`src/rtl/kt8_io_pkg.sv`:
```
// ============================================================================
// Module      : kt8_io_pkg
// Description : Shared definitions for the KT8 data-bus decoder and I/O block:
//               I/O region select bit, register offsets, TMR_CTRL and STATUS
//               bit positions, and the prescaler-select clamp helper.
// Revision    : 1.0 - initial release
// ============================================================================
`default_nettype none

package kt8_io_pkg;

    // Address bit that steers an access to the I/O registers instead of RAM
    localparam int IO_SEL_BIT = 4;

    // Register offsets within the I/O region (address[3:0])
    localparam logic [3:0] OFF_GPIO_OUT = 4'h0;
    localparam logic [3:0] OFF_GPIO_IN  = 4'h1;
    localparam logic [3:0] OFF_TMR_CNT  = 4'h2;
    localparam logic [3:0] OFF_TMR_CMP  = 4'h3;
    localparam logic [3:0] OFF_TMR_CTRL = 4'h4;
    localparam logic [3:0] OFF_STATUS   = 4'h5;
    localparam logic [3:0] OFF_TX_DATA  = 4'h6;

    // TMR_CTRL bit positions
    localparam int CTRL_EN_BIT  = 0;
    localparam int CTRL_PS_LSB  = 1;
    localparam int CTRL_PS_MSB  = 3;
    localparam int CTRL_IRQ_BIT = 4;

    // STATUS bit positions
    localparam int STAT_MATCH_BIT = 0;
    localparam int STAT_OVR_BIT   = 1;
    localparam int STAT_FULL_BIT  = 2;
    localparam int STAT_EMPTY_BIT = 3;

    // Prescale shift actually used: the select is clamped to the counter width
    function automatic int eff_prescale(input logic [2:0] sel, input int pw);
        int s;
        s = int'(sel);
        return (s < pw) ? s : pw;
    endfunction

endpackage

`default_nettype wire

```
`src/rtl/kt8_io_fifo.sv`:
```
// ============================================================================
// Module      : kt8_io_fifo
// Description : Transmit byte FIFO for the KT8 I/O block. Pushes into a full
//               FIFO and pops from an empty FIFO are ignored; the head byte
//               reads 0x00 while empty. DEPTH must be a power of two so the
//               pointers wrap naturally.
// Revision    : 1.0 - initial release
// ============================================================================
`default_nettype none

module kt8_io_fifo #(
    parameter int DEPTH = 4,
    parameter int WIDTH = 8
) (
    input  logic             clk,
    input  logic             rst,
    input  logic             push,
    input  logic [WIDTH-1:0] push_data,
    input  logic             pop,
    output logic [WIDTH-1:0] head_data,
    output logic             full,
    output logic             empty
);

    localparam int c_ptr_w = (DEPTH > 1) ? $clog2(DEPTH) : 1;
    localparam int c_cnt_w = $clog2(DEPTH + 1);

    logic [WIDTH-1:0]   r_mem [DEPTH];
    logic [c_ptr_w-1:0] r_wr_ptr;
    logic [c_ptr_w-1:0] r_rd_ptr;
    logic [c_cnt_w-1:0] r_count;
    logic               w_do_push;
    logic               w_do_pop;

    assign full      = (r_count == c_cnt_w'(DEPTH));
    assign empty     = (r_count == '0);
    assign w_do_push = push & ~full;
    assign w_do_pop  = pop & ~empty;
    // Gate the head so the stream shows 0x00 whenever nothing is queued
    assign head_data = empty ? '0 : r_mem[r_rd_ptr];

    // Storage write; contents are don't-care until covered by r_count
    always_ff @(posedge clk) begin
        if (w_do_push) begin
            r_mem[r_wr_ptr] <= push_data;
        end
    end

    // Pointer and occupancy tracking; simultaneous push/pop leaves count alone
    always_ff @(posedge clk) begin
        if (rst) begin
            r_wr_ptr <= '0;
            r_rd_ptr <= '0;
            r_count  <= '0;
        end else begin
            if (w_do_push) begin
                r_wr_ptr <= r_wr_ptr + c_ptr_w'(1);
            end
            if (w_do_pop) begin
                r_rd_ptr <= r_rd_ptr + c_ptr_w'(1);
            end
            case ({w_do_push, w_do_pop})
                2'b10:   r_count <= r_count + c_cnt_w'(1);
                2'b01:   r_count <= r_count - c_cnt_w'(1);
                default: r_count <= r_count;
            endcase
        end
    end

endmodule

`default_nettype wire

```
`src/rtl/kt8_io.sv`:
```
// ============================================================================
// Module      : kt8_io
// Description : KT8 data-bus decoder and memory-mapped I/O block. Address
//               bit 4 splits RAM (0x00-0x0F) from the I/O registers
//               (0x10-0x1F): GPIO, an 8-bit compare timer with prescaler,
//               and a transmit byte FIFO with a valid/ready output stream.
//               Optional macro KT8_IO_IRQ_EN enables the timer interrupt;
//               without it irq_o is tied low and TMR_CTRL bit 4 reads 0.
// Revision    : 1.0 - initial release
// ============================================================================
`default_nettype none

module kt8_io
    import kt8_io_pkg::*;
#(
    parameter int TX_DEPTH   = 4,
    parameter int PRESCALE_W = 3
) (
    input  logic       clk_i,
    input  logic       rst_i,
    input  logic [4:0] cpu_address_i,
    input  logic [7:0] cpu_data_i,
    input  logic       cpu_we_i,
    output logic [7:0] cpu_data_o,
    input  logic [7:0] ram_data_i,
    output logic       ram_we_o,
    input  logic [7:0] gpio_i,
    output logic [7:0] gpio_o,
    output logic [7:0] tx_data_o,
    output logic       tx_valid_o,
    input  logic       tx_ready_i,
    output logic       irq_o
);

    // ------------------------------------------------------------------
    // Address decode
    // ------------------------------------------------------------------
    logic       w_io_sel;
    logic [3:0] w_off;
    logic       w_io_wr;
    logic       w_wr_gpio, w_wr_cnt, w_wr_cmp, w_wr_ctrl, w_wr_stat, w_wr_tx;

    assign w_io_sel  = cpu_address_i[IO_SEL_BIT];
    assign w_off     = cpu_address_i[3:0];
    assign w_io_wr   = cpu_we_i & w_io_sel;
    assign ram_we_o  = cpu_we_i & ~w_io_sel;

    assign w_wr_gpio = w_io_wr & (w_off == OFF_GPIO_OUT);
    assign w_wr_cnt  = w_io_wr & (w_off == OFF_TMR_CNT);
    assign w_wr_cmp  = w_io_wr & (w_off == OFF_TMR_CMP);
    assign w_wr_ctrl = w_io_wr & (w_off == OFF_TMR_CTRL);
    assign w_wr_stat = w_io_wr & (w_off == OFF_STATUS);
    assign w_wr_tx   = w_io_wr & (w_off == OFF_TX_DATA);

    // ------------------------------------------------------------------
    // Registers
    // ------------------------------------------------------------------
    logic [7:0]            r_gpio_out;
    logic [7:0]            r_sync1, r_sync2;
    logic [7:0]            r_cnt, r_cmp;
    logic                  r_ctrl_en;
    logic [2:0]            r_ctrl_ps;
    logic                  w_ctrl_irq;
    logic [PRESCALE_W-1:0] r_presc;
    logic [PRESCALE_W-1:0] w_presc_term;
    logic                  w_tick;
    logic                  w_match_set;
    logic                  r_match;
    logic                  w_ovr_set;
    logic                  r_ovr;
    logic                  w_fifo_full, w_fifo_empty;
    logic [7:0]            w_fifo_head;
    logic                  w_pop;

    // GPIO output latch and two-flop input synchronizer
    always_ff @(posedge clk_i) begin
        if (rst_i) begin
            r_gpio_out <= 8'h00;
            r_sync1    <= 8'h00;
            r_sync2    <= 8'h00;
        end else begin
            if (w_wr_gpio) begin
                r_gpio_out <= cpu_data_i;
            end
            r_sync1 <= gpio_i;
            r_sync2 <= r_sync1;
        end
    end

    assign gpio_o = r_gpio_out;

    // Timer compare value and control fields
    always_ff @(posedge clk_i) begin
        if (rst_i) begin
            r_cmp     <= 8'h00;
            r_ctrl_en <= 1'b0;
            r_ctrl_ps <= 3'd0;
        end else begin
            if (w_wr_cmp) begin
                r_cmp <= cpu_data_i;
            end
            if (w_wr_ctrl) begin
                r_ctrl_en <= cpu_data_i[CTRL_EN_BIT];
                r_ctrl_ps <= cpu_data_i[CTRL_PS_MSB:CTRL_PS_LSB];
            end
        end
    end

    // Terminal prescaler count: a tick every 2^min(s, PRESCALE_W) cycles
    always_comb begin
        w_presc_term = PRESCALE_W'((1 << eff_prescale(r_ctrl_ps, PRESCALE_W)) - 1);
    end

    assign w_tick      = r_ctrl_en & (r_presc == w_presc_term);
    // A CPU load of TMR_CNT overrides the tick, so it cannot raise a match
    assign w_match_set = w_tick & ~w_wr_cnt & (r_cnt == r_cmp);

    // Prescaler restarts on any control write and idles at 0 while disabled
    always_ff @(posedge clk_i) begin
        if (rst_i) begin
            r_presc <= '0;
        end else if (w_wr_ctrl || !r_ctrl_en || w_tick) begin
            r_presc <= '0;
        end else begin
            r_presc <= r_presc + PRESCALE_W'(1);
        end
    end

    // Timer counter: CPU load wins, otherwise count up or restart on compare
    always_ff @(posedge clk_i) begin
        if (rst_i) begin
            r_cnt <= 8'h00;
        end else if (w_wr_cnt) begin
            r_cnt <= cpu_data_i;
        end else if (w_tick) begin
            r_cnt <= (r_cnt == r_cmp) ? 8'h00 : r_cnt + 8'h01;
        end
    end

    assign w_ovr_set = w_wr_tx & w_fifo_full;

    // Sticky status flags; a set in the same cycle as a W1C takes priority
    always_ff @(posedge clk_i) begin
        if (rst_i) begin
            r_match <= 1'b0;
            r_ovr   <= 1'b0;
        end else begin
            if (w_match_set) begin
                r_match <= 1'b1;
            end else if (w_wr_stat && cpu_data_i[STAT_MATCH_BIT]) begin
                r_match <= 1'b0;
            end
            if (w_ovr_set) begin
                r_ovr <= 1'b1;
            end else if (w_wr_stat && cpu_data_i[STAT_OVR_BIT]) begin
                r_ovr <= 1'b0;
            end
        end
    end

`ifdef KT8_IO_IRQ_EN
    logic r_ctrl_irq;
    logic r_irq;

    // Interrupt enable bit and registered request, one cycle behind match
    always_ff @(posedge clk_i) begin
        if (rst_i) begin
            r_ctrl_irq <= 1'b0;
            r_irq      <= 1'b0;
        end else begin
            if (w_wr_ctrl) begin
                r_ctrl_irq <= cpu_data_i[CTRL_IRQ_BIT];
            end
            r_irq <= r_ctrl_irq & r_match;
        end
    end

    assign w_ctrl_irq = r_ctrl_irq;
    assign irq_o      = r_irq;
`else
    assign w_ctrl_irq = 1'b0;
    assign irq_o      = 1'b0;
`endif

    // ------------------------------------------------------------------
    // Transmit FIFO
    // ------------------------------------------------------------------
    assign w_pop = tx_ready_i & ~w_fifo_empty;

    kt8_io_fifo #(
        .DEPTH (TX_DEPTH),
        .WIDTH (8)
    ) u_fifo (
        .clk       (clk_i),
        .rst       (rst_i),
        .push      (w_wr_tx),
        .push_data (cpu_data_i),
        .pop       (w_pop),
        .head_data (w_fifo_head),
        .full      (w_fifo_full),
        .empty     (w_fifo_empty)
    );

    assign tx_data_o  = w_fifo_head;
    assign tx_valid_o = ~w_fifo_empty;

    // ------------------------------------------------------------------
    // Read path
    // ------------------------------------------------------------------
    logic [7:0] w_ctrl_rd;
    logic [7:0] w_status_rd;
    logic [7:0] w_io_rdata;

    // Assemble TMR_CTRL and STATUS read views; undefined bits read 0
    always_comb begin
        w_ctrl_rd                          = 8'h00;
        w_ctrl_rd[CTRL_EN_BIT]             = r_ctrl_en;
        w_ctrl_rd[CTRL_PS_MSB:CTRL_PS_LSB] = r_ctrl_ps;
        w_ctrl_rd[CTRL_IRQ_BIT]            = w_ctrl_irq;

        w_status_rd                 = 8'h00;
        w_status_rd[STAT_MATCH_BIT] = r_match;
        w_status_rd[STAT_OVR_BIT]   = r_ovr;
        w_status_rd[STAT_FULL_BIT]  = w_fifo_full;
        w_status_rd[STAT_EMPTY_BIT] = w_fifo_empty;
    end

    // Side-effect-free register read mux; unmapped offsets read 0x00
    always_comb begin
        w_io_rdata = 8'h00;
        case (w_off)
            OFF_GPIO_OUT: w_io_rdata = r_gpio_out;
            OFF_GPIO_IN:  w_io_rdata = r_sync2;
            OFF_TMR_CNT:  w_io_rdata = r_cnt;
            OFF_TMR_CMP:  w_io_rdata = r_cmp;
            OFF_TMR_CTRL: w_io_rdata = w_ctrl_rd;
            OFF_STATUS:   w_io_rdata = w_status_rd;
            default:      w_io_rdata = 8'h00;
        endcase
    end

    assign cpu_data_o = w_io_sel ? w_io_rdata : ram_data_i;

endmodule

`default_nettype wire

```
`config.mk`:
```
export PLATFORM = sky130hd
export DESIGN_NAME = kt8_io
export DESIGN_NICKNAME = d
export VERILOG_FILES = /design/src/rtl/kt8_io_pkg.sv /design/src/rtl/kt8_io_fifo.sv /design/src/rtl/kt8_io.sv
export SDC_FILE = /design/constraint.sdc
export NUM_CORES = 1
export LEC_CHECK = 0
export ABC_AREA = 0
export ABC_CLOCK_PERIOD_IN_PS = 2260
export BUFFER_PORTS_ARGS = -buffer_cell sky130_fd_sc_hd__clkbuf_2
export CAP_MARGIN = 20
export CORE_UTILIZATION = 51
export CTS_CLUSTER_DIAMETER = 40
export CTS_CLUSTER_SIZE = 28
export DETAILED_ROUTE_END_ITERATION = 7
export GPL_TIMING_DRIVEN = 0
export PLACE_DENSITY = 0.75
export SYNTH_ARGS = -nofsm -noshare
export SYNTH_HDL_FRONTEND = slang
export SYNTH_HIERARCHICAL = 1
export SYNTH_SLANG_ARGS = --single-unit
```
`constraint.sdc`:
```
create_clock -name clk_i -period 2.26 [get_ports clk_i]
set_input_delay 0.226 -clock clk_i [delete_from_list [all_inputs] [get_ports clk_i]]
set_output_delay 0.226 -clock clk_i [all_outputs]
set_load 0.02 [all_outputs]
```
==> flow_summary_export.csv, run 1 <==
group,metric,value,unit
run_status,outcome,"complete, no violations",
clocking,cts_tree,"done",
synth,yosysUniqueCellTypes,53,
timing,setup_violations,0,
cells_and_area,nets,510,
global_routing,grt_max_degree,17,
place,port_buffers,57,
die,die_area,0.00863,mm^2
timing,rsz0062_at_grt,"yes",
worst_setup_path,r2r-start,"r_ctrl_ps[1]$_SDFFE_PP0P_",
worst_setup_path,worstPathRequired,2.53,ns
synth,synth_top_area_share,27.5,%
synth,synth_top_area_cell,"dfxtp_1",
die,core_area,0.00785,mm^2
clocking,clk_pin_slew_worst_paths,0.09,ns
worst_setup_path,cp_max_fo,2,
global_routing,overflow,0,
job,drv_cap,0,
cells_and_area,n_fill_cell,645,
route,drc,0,
timing,finalHoldViolations,0,
worst_setup_path,end_kind,"flop",
die,die_h,92.9,um
min_path,holdPathStages,2,
worst_setup_path,crit_type,"flop to flop",
clocking,htreeDepth,3,
synth,yosys_warnings,6,
timing,whs,0.0654,ns
min_path,hold_class,"input pin to flop",
timing,drv_slew,0,
pwr,p_leak,1.87,nW
min_path,min_from,"gpio_i[0]",
pwr,vdd_drop_max,358,uV
route,ant_nets,0,
timing,tns,0,ns
clocking,cts-buffers-inserted,9,
route,drt-total-wl,9300,um
place,place_hpwl,6560,um
global_routing,grt_usage,23.0,%
synth,async_reset_ff_share,0,%
route,drtIter0Drc,218,
synth,syn_inst,396,
place,gp_congestion,0.931,
worst_setup_path,reg2reg_to,"r_cnt[0]$_SDFFE_PP0P_",
timing,skew,0.00598,ns
route,dr_total_vias,3171,
pwr,pwr_density_cell,609,mW/mm^2
global_routing,antenna_found_initial,0,
route,wire_per_inst,16.2,um
global_routing,grt_pass1_wl,15100,um
timing,min_period,2.24,ns
die,start_util,53.7,%
synth,ys_top_cells_by_area,"dfxtp_1, edfxtp_1, mux4_2, mux2i_1, nor2b_1",
die,fp.dieW,92.9,um
die,boundaryPins,60,
global_routing,grt_pass1_vias,3121,
clocking,clk_latency,0.36,ns
synth,synth_top_flop_cell,"dfxtp_1",
route,vias_per_cell,5.51,
worst_setup_path,ff2ff_path_depth,7,
synth,synth_area,0.00422,mm^2
synth,syn-num-nets,438,
worst_setup_path,reg2reg_slack,0.02,ns
timing,max_clock_freq,0.446,GHz
synth,ys_ff_latch,90,
worst_setup_path,worstPathArrival,2.52,ns
cells_and_area,drive_gt1_share,27.1,%
worst_setup_path,startpoint_type,"flop",
clocking,cts-root-buf,"clkbuf_8",
timing,tightest_slew,0.621,ns
route,dr.pass1.iters,4,
clocking,clockBufferDepth,2,
timing,post-route-period-util,99.2,%
timing,worst_slew_margin_rel,58.6,%
die,rows,32,
synth,synth_area_per_cell,10.6,um^2
min_path,holdPathEnd,"r_sync1[0]$_SDFF_PP0_",
cells_and_area,area_growth,17.6,%
synth,yosysSeqAreaShare,50.3,%
clocking,cts.sinks,90,
synth,synth_edf_count,32,
cells_and_area,antenna_cells,0,
## cell usage in the layout (no fill, tap or decap), drive strengths merged, types with 6 or more instances in the layout
| master | n |
|---|---|
| inv | 19 |
| nand3 | 12 |
| nor2 | 43 |
| ha | 8 |
| mux2i | 18 |
| mux4 | 12 |
| or3 | 8 |
| o21ai | 16 |
| nor2b | 29 |
| edfxtp | 32 |
| a21oi | 20 |
| buf | 13 |
| o211ai | 6 |
| xnor2 | 10 |
| clkbuf | 77 |
| dfxtp | 58 |
| nand4 | 8 |
| nand2 | 29 |
## layout make-up
type,count,area (um^2),share of cell area (%)
inverter,16,60.1,1.21
clock buffer,9,124,2.50
multi-input combinational,270,2010,40.6
buffer,18,90.1,1.82
tap,102,128,2.58
clock inverter,7,75.1,1.51
timing repair buffer,63,330,6.66
sequential,90,2140,43.1
## cells by family (layout without fill, tap and decap cells)
logic type	after synthesis	count (layout)	share of synthesized area, %
other	1	1	0.0890
AOI/OAI and AO/OA	63	63	9.77
and+or+nand+nor	149	149	18.5
buffers and inverters	36	113	3.65
DFF	90	90	50.3
xor gates and xnor gates	14	14	3.09
adders and majority gates	9	9	2.85
muxes	34	34	11.8
## what timing repair did
item                       4_1_cts  5_1_grt
pin swaps                        7        2
buffers inserted                 4        2
hold buffers                     0        0
gates resized for setup         16        7
cloned                           0        0
setup endpoints to repair       12        8
## Yosys cell counts (4+ instances only)
| library cell | n |
|---|---|
| nand3_1 | 12 |
| nand2_1 | 29 |
| mux2_2 | 4 |
| nor2_1 | 42 |
| xnor2_1 | 9 |
| a22oi_1 | 4 |
| o211ai_1 | 6 |
| inv_1 | 16 |
| nand2b_1 | 4 |
| or3_1 | 8 |
| mux2i_1 | 18 |
| ha_1 | 8 |
| clkbuf_1 | 11 |
| nor2b_1 | 27 |
| edfxtp_1 | 32 |
| xor2_1 | 4 |
| o21ai_0 | 15 |
| a21oi_1 | 20 |
| and2_1 | 5 |
| dfxtp_1 | 58 |
| nand4_1 | 8 |
| mux4_2 | 12 |
## power by group
group          internal, mW  total (mW)  switching, mW
Clock                 0.521        1.11          0.590
Combinational        0.0785       0.213          0.135
Sequential             1.69        1.70        0.00919
## registers in the layout, indices dropped and copies added, names as in the netlist, named ones only
signal,count
r_sync2,8
r_ovr,1
r_presc,3
r_ctrl_en,1
u_fifo/r_count,3
u_fifo/r_rd_ptr,2
r_ctrl_ps,3
r_cmp,8
u_fifo/r_wr_ptr,2
u_fifo/r_mem,32
gpio_o,8
r_sync1,8
r_match,1
r_cnt,8
## how the worst max path moves through the flow
stage / start / end / slack, ns / depth (start not counted)
2_1_floorplan: r_ctrl_ps[0]$_SDFFE_PP0P_ / r_presc[2]$_SDFF_PP0_ / 0.01 / 7
3_3_place_gp: cpu_address_i[2] / u_fifo/r_count[2]$_SDFFE_PP0P_ / -0.26 / 13
3_5_place_dp: cpu_address_i[2] / u_fifo/r_count[2]$_SDFFE_PP0P_ / -0.30 / 13
4_1_cts: r_ctrl_ps[1]$_SDFFE_PP0P_ / r_cnt[0]$_SDFFE_PP0P_ / 0.003 / 7
5_1_grt: r_ctrl_ps[1]$_SDFFE_PP0P_ / r_cnt[0]$_SDFFE_PP0P_ / -0.03 / 7
6_report: r_ctrl_ps[1]$_SDFFE_PP0P_ / r_cnt[0]$_SDFFE_PP0P_ / 0.02 / 7
## stage by stage
step                      worst slack [ns]  util [%]  instance area [um^2]  total power, mW  cells
after floorplan                    0.00967         -                  4220             1.85    396
after global placement              -0.257      59.0                  4630             1.94    555
after detailed placement            -0.300      59.0                  4630             1.94    555
after CTS                          0.00288      62.7                  4920             3.04    575
after global routing               -0.0340      63.2                  4960             3.12    575
final                               0.0186      63.2                  4960             3.02    575
## worst max-delay path, cell delays in order (launching register included)
cell and delay (ns):
dfxtp_4 0.35, or3_4 0.39, ha_4 0.18, xnor2_4 0.14, mux2i_4 0.21, a211o_4 0.33, or3_1 0.30, a311oi_1 0.26
## layer usage
metal,GRT usage [%],up-vias,share of wire [%]
met5,0,-,0
met4,10.8,0,2.1
met3,3.69,18,5.6
met2,39.5,114,51
met1,28.1,1491,41
li1,-,1548,-
Power figures use the tool's default switching activity.
==> run 2: changes to the inputs <==
--- a/config.mk
+++ b/config.mk
@@ -9,13 +9,14 @@
 export ABC_CLOCK_PERIOD_IN_PS = 2260
 export BUFFER_PORTS_ARGS = -buffer_cell sky130_fd_sc_hd__clkbuf_2
 export CAP_MARGIN = 20
-export CORE_UTILIZATION = 51
+export CORE_UTILIZATION = 45
 export CTS_CLUSTER_DIAMETER = 40
 export CTS_CLUSTER_SIZE = 28
 export DETAILED_ROUTE_END_ITERATION = 7
 export GPL_TIMING_DRIVEN = 0
-export PLACE_DENSITY = 0.75
+export PLACE_DENSITY = 0.68
 export SYNTH_ARGS = -nofsm -noshare
 export SYNTH_HDL_FRONTEND = slang
 export SYNTH_HIERARCHICAL = 1
 export SYNTH_SLANG_ARGS = --single-unit
+export TNS_END_PERCENT = 1
==> flow_summary_export.csv, run 2 (synthesized netlist as in run 1, its figures left out) <==
group,metric,value,unit
pwr,vdd_drop_max,284,uV
die,start_util,47.4,%
cells_and_area,largest_reg_flops,32,
timing,tightest_slew,0.595,ns
worst_setup_path,slowest_delay,0.39,ns
timing,post-route-period-util,102,%
worst_setup_path,worstPathRequired,2.53,ns
timing,drv_slew,0,
pwr,p_leak,1.86,nW
cells_and_area,instances_no_fill,579,
die,boundaryPins,60,
pwr,p_total,2.97,mW
worst_setup_path,end_kind,"flop",
global_routing,grt_pass1_vias,3043,
cells_and_area,final_cell_mix,"clkbuf_2, dfxtp_1, nor2_1, edfxtp_1, nand2_1",
timing,whs,0.0713,ns
cells_and_area,drive_gt1_share,27.2,%
worst_setup_path,crit_type,"flop to flop",
cells_and_area,layout_commonest_cell,"clkbuf_2",
die,rows,34,
timing,layout_setup_ws,-0.0365,ns
route,drtIter0Drc,153,
place,dp.cells,561,
clocking,cts.sinks,90,
route,vias_per_cell,5.48,
place,post-place-ws,-0.363,ns
worst_setup_path,reg2reg_slack,-0.04,ns
cells_and_area,nets,508,
cells_and_area,antenna_cells,0,
clocking,cts-buffers-inserted,9,
timing,skew,0.0121,ns
place,place_hpwl,6670,um
timing,tns,-0.0978,ns
route,dr_total_vias,3172,
die,die_h,98.8,um
route,drt-total-wl,9200,um
clocking,clockBufferDepth,2,
route,dr.pass1.iters,5,
cells_and_area,area_growth,17.5,%
global_routing,grt_usage,19.7,%
clocking,htreeDepth,3,
timing,setup_violations,4,
route,ant_nets,0,
global_routing,overflow,0,
clocking,clk_pin_slew_worst_paths,0.10,ns
worst_setup_path,cp_top_family,"simple AND/OR/NAND/NOR gates",
clocking,clk_latency,0.36,ns
global_routing,antenna_found_initial,0,
global_routing,grt_pass1_wl,14900,um
run_status,violations,"setup timing",
clocking,holdBufCountCts,0,
job,drv_cap,0,
cells_and_area,top_register,"u_fifo/r_mem",
route,drc,0,
timing,finalHoldViolations,0,
timing,worst_slew_margin_rel,60.3,%
route,wire_per_inst,15.9,um
timing,rsz0062_at_grt,"yes",
cells_and_area,utilization,55.7,%
die,core_area,0.00889,mm^2
global_routing,grt_max_degree,19,
cells_and_area,postLayoutCellArea,0.00495,mm^2
timing,max_clock_freq,0.435,GHz
min_path,hold_class,"input pin to flop",
place,dpl_cell_area,0.00464,mm^2
worst_setup_path,crit_buf_inv,0,
worst_setup_path,worstPathArrival,2.57,ns
die,die_area,0.00976,mm^2
pwr,pwr_density_cell,600,mW/mm^2
worst_setup_path,startpoint_type,"flop",
worst_setup_path,crit_chain,"or3_4 > ha_4 > xnor2_4 > mux2i_4 > a211o_4 > or3_1 > a311oi_1",
worst_setup_path,critPathSlowestCell,"or3_4",
die,fp.dieW,98.8,um
place,port_buffers,57,
timing,min_period,2.30,ns
clocking,cts-root-buf,"clkbuf_8",
worst_setup_path,cp_max_fo,5,
clocking,cts_tree,"done",
run_status,outcome,"finished, violations left",
place,gp_congestion,0.827,
## run 2: path summary, 6_finish.rpt
path,from,to,depth (start not counted)
max reg2reg,r_ctrl_ps[1]$_SDFFE_PP0P_,r_cnt[0]$_SDFFE_PP0P_,7
min reg2reg,r_sync1[2]$_SDFF_PP0_,r_sync2[2]$_SDFF_PP0_,1
max,r_ctrl_ps[1]$_SDFFE_PP0P_,r_cnt[0]$_SDFFE_PP0P_,7
min,gpio_i[2],r_sync1[2]$_SDFF_PP0_,2
## run 2: cell type report
| type | count | area [um^2] |
|---|---|---|
| multi-input combinational | 270 | 2020 |
| inverter | 16 | 60.1 |
| timing repair buffer | 60 | 308 |
| tap | 108 | 135 |
| fill | 781 | 3940 |
| clock buffer | 9 | 124 |
| clock inverter | 7 | 68.8 |
| sequential | 90 | 2140 |
| buffer | 19 | 95.1 |
## run 2: where the power goes
part / internal [mW] / switching, mW
clock network: 0.434 / 0.626
logic: 0.0787 / 0.133
registers: 1.69 / 0.0101
## run 2: worst register-to-register path, delay by kind of cell (launching register included)
family | cells | cell delay (ns)
and+or+nand+nor | 2 | 0.71
AOI/OAI and AO/OA | 2 | 0.59
DFF | 1 | 0.37
muxes | 1 | 0.21
adders and majority gates | 1 | 0.18
xor gates and xnor gates | 1 | 0.16
## run 2: metal layers
metal | wire length [um] | vias to the layer above | global-route usage, %
li1 | - | 1537 | -
met1 | 3880 | 1519 | 24.5
met2 | 4490 | 95 | 33.6
met3 | 555 | 21 | 2.84
met4 | 265 | 0 | 10.2
met5 | 0 | - | 0
## run 2: timing repair
action | in CTS | in global routing
buffers inserted | 2 | 1
pin swaps | 4 | 7
gates resized for setup | 12 | 17
setup endpoints to repair | 12 | 13
==> run 3: changes to the inputs <==
--- a/config.mk
+++ b/config.mk
@@ -17,6 +17,5 @@
 export PLACE_DENSITY = 0.68
 export SYNTH_ARGS = -nofsm -noshare
 export SYNTH_HDL_FRONTEND = slang
-export SYNTH_HIERARCHICAL = 1
 export SYNTH_SLANG_ARGS = --single-unit
 export TNS_END_PERCENT = 1
==> flow_summary_export.csv, run 3 <==
group,metric,value,unit
timing,finalHoldViolations,0,
route,dr.pass1.iters,6,
global_routing,grt_usage,19.6,%
pwr,pwr_density_cell,612,mW/mm^2
cells_and_area,utilization,55.0,%
run_status,outcome,"finished, violations left",
clocking,clockBufferDepth,2,
timing,whs,0.0669,ns
cells_and_area,instances_no_fill,559,
worst_setup_path,worstPathArrival,2.53,ns
timing,worst_slew_margin_rel,57.6,%
clocking,htreeDepth,3,
die,start_util,46.9,%
route,drt-total-wl,9120,um
synth,synth_area,0.00415,mm^2
cells_and_area,largest_reg_flops,32,
worst_setup_path,startpoint_type,"flop",
die,fp.dieW,98.1,um
timing,layout_setup_ws,-0.0483,ns
place,place_hpwl,6540,um
route,dr_total_vias,2972,
global_routing,grt_max_degree,19,
synth,yosysSeqAreaShare,51.1,%
die,die_area,0.00962,mm^2
route,drc,5,
synth,synth_top_area_cell,"dfxtp_1",
cells_and_area,top_register,"u_fifo.r_mem",
worst_setup_path,ff2ff_path_depth,8,
timing,min_period,2.31,ns
worst_setup_path,cp-startpoint,"r_ctrl_ps[2]$_SDFFE_PP0P_",
synth,yosys_warnings,0,
worst_setup_path,critPathSlowestCell,"a211oi_4",
timing,setup_violations,7,
worst_setup_path,end_kind,"flop",
synth,yosysUniqueCellTypes,50,
place,port_buffers,54,
worst_setup_path,crit_type,"flop to flop",
cells_and_area,area_growth,17.3,%
place,dpl_cell_area,0.00457,mm^2
synth,synth_top_area_share,28.0,%
die,core_area,0.00885,mm^2
synth,synth_top_flop_cell,"dfxtp_1",
synth,synth_edf_count,32,
clocking,clk_latency,0.36,ns
global_routing,grt_pass1_vias,2869,
clocking,cts.sinks,90,
synth,async_reset_ff_share,0,%
synth,ys_ff_latch,90,
place,dp.cells,534,
clocking,clk_pin_slew_worst_paths,0.09,ns
worst_setup_path,worstPathRequired,2.49,ns
run_status,violations,"DRC, setup timing",
place,gp_congestion,0.874,
cells_and_area,antenna_cells,0,
clocking,cts-buffers-inserted,9,
timing,max_clock_freq,0.433,GHz
die,rows,34,
synth,synth_area_per_cell,11.2,um^2
min_path,hold_class,"input pin to flop",
pwr,p_leak,2.05,nW
job,drv_cap,0,
timing,tightest_slew,0.636,ns
clocking,cts-root-buf,"clkbuf_8",
cells_and_area,layout_commonest_cell,"dfxtp_1",
worst_setup_path,cp_max_fo,7,
global_routing,antenna_found_initial,0,
cells_and_area,final_cell_mix,"dfxtp_1, clkbuf_2, nor2_1, edfxtp_1, nand2_1",
cells_and_area,n_fill_cell,774,
pwr,p_total,2.98,mW
synth,ys_top_cells_by_area,"dfxtp_1, edfxtp_1, mux4_2, mux2i_1, xor2_1",
worst_setup_path,reg2reg_slack,-0.05,ns
synth,syn-num-nets,414,
worst_setup_path,r2r-start,"r_ctrl_ps[2]$_SDFFE_PP0P_",
die,die_h,98.1,um
worst_setup_path,reg2reg_to,"r_cnt[0]$_SDFFE_PP0P_",
worst_setup_path,crit_end,"r_cnt[0]$_SDFFE_PP0P_",
synth,yosysMostFrequentCell,"dfxtp_1",
global_routing,overflow,0,
pwr,vdd_drop_max,488,uV
cells_and_area,drive_gt1_share,27.3,%
synth,yosys-top-cells-count,"dfxtp_1, nor2_1, edfxtp_1",
synth,syn_inst,372,
route,ant_nets,0,
worst_setup_path,crit_chain,"or3b_4 > ha_4 > xor2_1 > nand2_1 > a211oi_4 > buf_4 > mux2i_1 > a211oi_2",
die,boundaryPins,60,
cells_and_area,postLayoutCellArea,0.00487,mm^2
timing,post-route-period-util,102,%
worst_setup_path,slowest_delay,0.41,ns
route,drtIter0Drc,189,
timing,rsz0062_at_grt,"yes",
route,vias_per_cell,5.32,
cells_and_area,nets,488,
global_routing,grt_pass1_wl,14400,um
timing,skew,0.00847,ns
clocking,cts_tree,"done",
route,wire_per_inst,16.3,um
timing,drv_slew,0,
## run 3: worst max-delay path: cells and delay by family, from the launching register on
family          cells  cell delay [ns]
simple gates        2             0.50
compound gates      2             0.49
flops               1             0.36
fa+ha+maj           1             0.27
mux                 1             0.20
buf+inv             1             0.19
xor+xnor            1             0.14
## run 3: cell families (layout without fill, tap and decap cells)
logic type | after synthesis | after routing | synth area share (%)
AOI/OAI and AO/OA | 48 | 48 | 8.22
adders and majority gates | 9 | 9 | 2.89
xor gates and xnor gates | 22 | 22 | 4.82
muxes | 36 | 36 | 13.0
buffers and inverters | 38 | 117 | 3.95
other | 1 | 1 | 0.0903
and+or+nand+nor | 128 | 128 | 16.0
DFF | 90 | 90 | 51.1
## run 3: what timing repair did
| action | CTS | global route |
|---|---|---|
| resized for setup | 9 | 4 |
| hold buffers | 0 | 0 |
| gates cloned | 1 | 0 |
| buffers inserted | 5 | 4 |
| setup endpoints to repair | 13 | 10 |
| pin swaps | 2 | 1 |
## run 3: power by group
group | total (mW) | leakage (nW) | switching, mW | internal (mW)
Sequential | 1.70 | 0.761 | 0.00988 | 1.69
Combinational | 0.225 | 1.19 | 0.138 | 0.0872
Clock | 1.06 | 0.0986 | 0.627 | 0.431
Total | 2.98 | 2.05 | 0.775 | 2.21
## run 3: through the flow
step	worst slack, ns	setup TNS [ns]
6_report	-0.0483	-0.247
2_1_floorplan	-0.0163	-0.0163
5_1_grt	-0.142	-1.09
3_5_place_dp	-0.228	-2.13
4_1_cts	-0.00586	-0.00851
3_3_place_gp	-0.200	-1.74
## run 3: worst min-delay path by stage
stage / start / endpoint / slack [ns] / cells after the start
2_1_floorplan: cpu_data_i[0] / u_fifo.r_mem[0][0]$_DFFE_PP_ / 0.32 / 0
3_3_place_gp: r_sync1[1]$_SDFF_PP0_ / r_sync2[1]$_SDFF_PP0_ / 0.42 / 1
3_5_place_dp: r_sync1[6]$_SDFF_PP0_ / r_sync2[6]$_SDFF_PP0_ / 0.42 / 1
4_1_cts: gpio_i[2] / r_sync1[2]$_SDFF_PP0_ / 0.06 / 2
5_1_grt: gpio_i[2] / r_sync1[2]$_SDFF_PP0_ / 0.07 / 2
6_report: gpio_i[2] / r_sync1[2]$_SDFF_PP0_ / 0.07 / 2
## run 3: area by class of cell
type | instances | area [um^2] | share of cell area [%]
sequential | 90 | 2130 | 43.8
multi-input combinational | 244 | 1910 | 39.2
timing repair buffer | 64 | 343 | 7.04
tap | 108 | 135 | 2.77
clock buffer | 9 | 124 | 2.54
buffer | 22 | 104 | 2.13
clock inverter | 7 | 66.3 | 1.36
inverter | 15 | 56.3 | 1.16
## run 3: metal layers
layer  up-vias  track usage, %  share of wire, %
li1       1457               -                 -
met1      1431            24.3                44
met2        66            33.8                50
met3        18            4.15               3.7
met4         0            6.88               2.0
met5         -               0                 0
